===== src/rtl/regfile_2r1w.sv =====
// ---------------------------------------------------------------------------
// regfile_2r1w
//
// Register file for the single-cycle datapath. It has two combinational read
// ports that feed the ALU operands, one write port that is fed from the
// destination mux, and a debug read port. A saturating counter records the
// number of accepted writes since reset.
//
// Ports:
//   clk       system clock; all state updates occur on the rising edge
//   rst_n     asynchronous active-low reset; clears all registers and the counter
//   we        write enable
//   wa        write address; a write to address 0 is ignored
//   wd        write data
//   ra1/ra2   read addresses for operand ports 1 and 2
//   rd1/rd2   read data; a same-cycle write is forwarded when BYPASS=1
//   dbg_addr  debug read address
//   dbg_data  debug read data; shows stored state only and is never forwarded
//   wr_count  count of accepted writes; saturates at all-ones
// ---------------------------------------------------------------------------
module regfile_2r1w #(
    parameter int unsigned DATA_W = 32,
    parameter int unsigned ADDR_W = 5,
    parameter int unsigned BYPASS = 1,
    parameter int unsigned CNT_W  = 16
) (
    input  logic              clk,
    input  logic              rst_n,
    input  logic              we,
    input  logic [ADDR_W-1:0] wa,
    input  logic [DATA_W-1:0] wd,
    input  logic [ADDR_W-1:0] ra1,
    input  logic [ADDR_W-1:0] ra2,
    output logic [DATA_W-1:0] rd1,
    output logic [DATA_W-1:0] rd2,
    input  logic [ADDR_W-1:0] dbg_addr,
    output logic [DATA_W-1:0] dbg_data,
    output logic [CNT_W-1:0]  wr_count
);

    localparam int unsigned DEPTH = 2 ** ADDR_W;

    logic [DATA_W-1:0] mem_q [DEPTH];
    logic [DATA_W-1:0] mem_d [DEPTH];
    logic [CNT_W-1:0]  cnt_q;
    logic [CNT_W-1:0]  cnt_d;
    logic              wr_accept;
    logic              fwd_en;

    // A write to register 0 is not a write. It changes neither storage nor the counter.
    assign wr_accept = we && (wa != '0);

    // Forwarding is gated by rst_n so that the read ports also read zero
    // while reset is held, even if a write is pending on the inputs.
    assign fwd_en = (BYPASS != 0) && rst_n && wr_accept;

    always_comb begin
        mem_d = mem_q;
        if (wr_accept) begin
            mem_d[wa] = wd;
        end
        // Register 0 is pinned to zero, so synthesis reduces it to a constant.
        mem_d[0] = '0;
    end

    always_comb begin
        cnt_d = cnt_q;
        if (wr_accept && (cnt_q != {CNT_W{1'b1}})) begin
            cnt_d = cnt_q + {{(CNT_W-1){1'b0}}, 1'b1};
        end
    end

    always_ff @(posedge clk or negedge rst_n) begin
        if (!rst_n) begin
            mem_q <= '{default: '0};
            cnt_q <= '0;
        end else begin
            mem_q <= mem_d;
            cnt_q <= cnt_d;
        end
    end

    always_comb begin
        rd1 = mem_q[ra1];
        if (ra1 == '0) begin
            rd1 = '0;
        end else if (fwd_en && (wa == ra1)) begin
            rd1 = wd;
        end
    end

    always_comb begin
        rd2 = mem_q[ra2];
        if (ra2 == '0) begin
            rd2 = '0;
        end else if (fwd_en && (wa == ra2)) begin
            rd2 = wd;
        end
    end

    assign dbg_data = (dbg_addr == '0) ? '0 : mem_q[dbg_addr];
    assign wr_count = cnt_q;

endmodule


===== config.mk =====
export PLATFORM = sky130hd
export DESIGN_NAME = regfile_2r1w
export DESIGN_NICKNAME = d
export VERILOG_FILES = /design/src/rtl/regfile_2r1w.sv
export SDC_FILE = /design/constraint.sdc
export NUM_CORES = 2
export LEC_CHECK = 0
export CAP_MARGIN = 20
export CORE_UTILIZATION = 58
export DETAILED_ROUTE_END_ITERATION = 12
export HOLD_SLACK_MARGIN = 0.1
export PLACE_DENSITY = 0.81
export SYNTH_ARGS = -nofsm -noshare
export SYNTH_HDL_FRONTEND = slang
export SYNTH_SLANG_ARGS = --single-unit

===== constraint.sdc =====
create_clock -name clk -period 3 [get_ports clk]
set_input_delay 0.45 -clock clk [delete_from_list [all_inputs] [get_ports clk]]
set_output_delay 0.45 -clock clk [all_outputs]
set_load 0.01 [all_outputs]

==> run metrics <==
Worst Path Arrival=2.67 ns; crit path max-delay cell type=mux4_2; IO buf count=166; Chip Height=330.2 µm; Min Hold Slack=0.2983 ns; first-pass GRT wire length=324.4 mm; synth cell count leaders=1,189 x mux2_2, 1,008 x dfrtp_1, 736 x mux4_2, 274 x clkbuf_1, 128 x buf_2; Sum Neg Setup Slack=-1.448 ns; hpwl dp=135.0 mm; DRC=0; worst min path class=primary input to async pin; Vias=47,410; post-synthesis register bit count=1,008; share of layout cells above drive strength 1=65.46%; cell taking the most area after synthesis=dfrtp_1; post-synthesis sequential area ratio=40.39%; Core Rows=120; Post-synth EDFFs=0; Synth top area share=40.39%; start of the worst register-to-register path=wr_count[0]; CTS max path bufs=3; Top delay family on crit path=multiplexers; YS warnings=0; fmax=320.6 MHz; worst setup margin=-0.1193 ns; CTS clk-pin slew, worst paths=0.06 ns; final hold viol count=0; RSZ-0062 raised after global routing=true; WP data required=2.55 ns; VDD IR-drop max=510.8 µV; IO Count=167; syn_area_per_cell=14.85 µm²; Clock Root Buffer=clkbuf_16; grt ovf=0; Initial Utilization=58.42%; Global Route Usage Sum=40.80%; cell with the most instances after synthesis=mux2_2; Final Critical Period=3.119 ns; vias per inst=7.581; CP Launch Type=flop; Tcrit/Tclk final=104.0%; Mapped Cells=4,207; Worst-Margin Slew=1.065 ns; Slew HR=29.03%; Critical Path Max Stage Delay=0.48 ns; TritonRoute pass-1 iters=6; DRT Wirelength=222.4 mm; Syn Nets=4,263; fin. max-slew vios=0; Crit Path Max Fanout=2; H-tree depth=3; worst slack, placed=-1.044 ns; worst skew pair latency=0.73 ns; Critical Path Start=mem_q[799]; die width=330.2 µm; total die area=0.1090 mm²; Power Dens Cells=612.2 mW/mm²; vias in the first global route=48,870; Worst Path Buf+Inv=2; Primary FF master, synth=dfrtp_1; mapped cell area=0.06246 mm²; PnR Total Power=47.16 mW; pin count of the biggest net entering global routing=185; critical path endpoint category=primary output; Placer Congestion=0.9355; Setup CP Type=flop to primary output; asr flop ratio synth=100.0%; status=finished, violations left; Layout area overhead=23.35%; Setup Skew=0.03158 ns; TritonCTS buffer count=108; initial antenna violation count=11; FF-to-FF End=wr_count[9]; Leakage=32.93 nW; drt wl/cell=35.56 µm; total of max-cap violations=0; final antenna-violating net count=0; core area=0.1069 mm²; R2R Setup Slk=1.11 ns; clk sinks=1,008; fin util=72.07%; failing checks=setup timing; Final Setup Violations=34; synth top area cells=dfrtp_1 40%, mux4_2 27%, mux2_2 21%; final net count=4,810; CTS tree=built; Initial DRC Count=6,303; cells along the critical path=buf_6, mux4_2, mux4_2, mux2_4, buf_6; Yosys cell types=48; depth of the most critical reg-to-reg path=6
==> where the power goes <==
part | internal [mW] | total, mW | switching (mW)
clock network | 8.23 | 14.2 | 5.95
registers | 16.3 | 18.9 | 2.59
logic | 8.55 | 14.1 | 5.57
==> routing by layer <==
metal | GRT usage [%] | wire length [µm]
met1 | 51.45 | 72880
met2 | 59.15 | 97980
met3 | 15.75 | 34100
met4 | 25.91 | 17390
met5 | 1.217 | 64
==> metrics by stage <==
step,instances,cell area [µm²]
after floorplan,4207,62460
after global placement,5820,70100
after detailed placement,5820,70100
after CTS,6197,76040
after global routing,6247,77020
final,6254,77040
==> sequential cells by signal, summed over array words and instances, names as in the netlist <==
signal    count
mem_q       992
wr_count     16
==> cell type report <==
cell class	instances	area, µm²
antenna	8	20.02
clock buffer	144	3038
clock inverter	55	695.7
fill	6155	29860
inverter	4	15.01
multi-input combinational	2709	36630
sequential	1008	25230
tap	1403	1755
timing repair buffer	923	9666
==> worst max path at each step <==
stage / slack (ns) / end / cells past startpoint
after detailed placement: -1.04 / rd1[0] / 10
after floorplan: 0.23 / dbg_data[0] / 7
final: -0.12 / dbg_data[31] / 5
after CTS: -0.09 / dbg_data[9] / 4
after global placement: -0.96 / rd1[0] / 9
after global routing: -0.15 / rd2[31] / 5
==> layout by cell type (no fill, tap or decap), drive strengths merged, types with 4 or more instances in the layout <==
cell / netlist / final
mux2: 1197 / 1197
dfrtp: 1008 / 1008
buf: 212 / 849
mux4: 736 / 736
clkbuf: 274 / 163
nand2: 104 / 104
nor2b: 99 / 99
nor3: 98 / 98
a22o: 63 / 63
a221oi: 62 / 62
a211oi: 62 / 62
clkdlybuf4s50: 0 / 48
o21ai: 48 / 48
mux2i: 40 / 40
clkinv: 0 / 38
nand3: 37 / 37
o211ai: 32 / 32
o221ai: 30 / 30
nor2: 25 / 25
xnor2: 16 / 16
bufinv: 0 / 13
xor2: 9 / 9
diode: 0 / 8
nand4: 6 / 6
nand3b: 5 / 5
inv: 4 / 5
nor3b: 5 / 5
or2: 5 / 5
and3: 4 / 4
==> cell families after synthesis <==
family / share of synthesized area [%]
AOI/OAI and AO/OA: 3.876
buffers and inverters: 3.376
and+or+nand+nor: 3.229
adders and majority gates: 0.02003
xor gates and xnor gates: 0.3506
muxes: 48.76
DFF: 40.39
==> timing repair <==
action,in CTS,in global routing
cloned,6,3
hold endpoints to repair,156,0
endpoints found under the setup margin,96,93
resized for setup,586,176
buffers inserted,179,61
hold buffers,1,0
pin swaps,75,63
(Power assumes the default switching activity.)
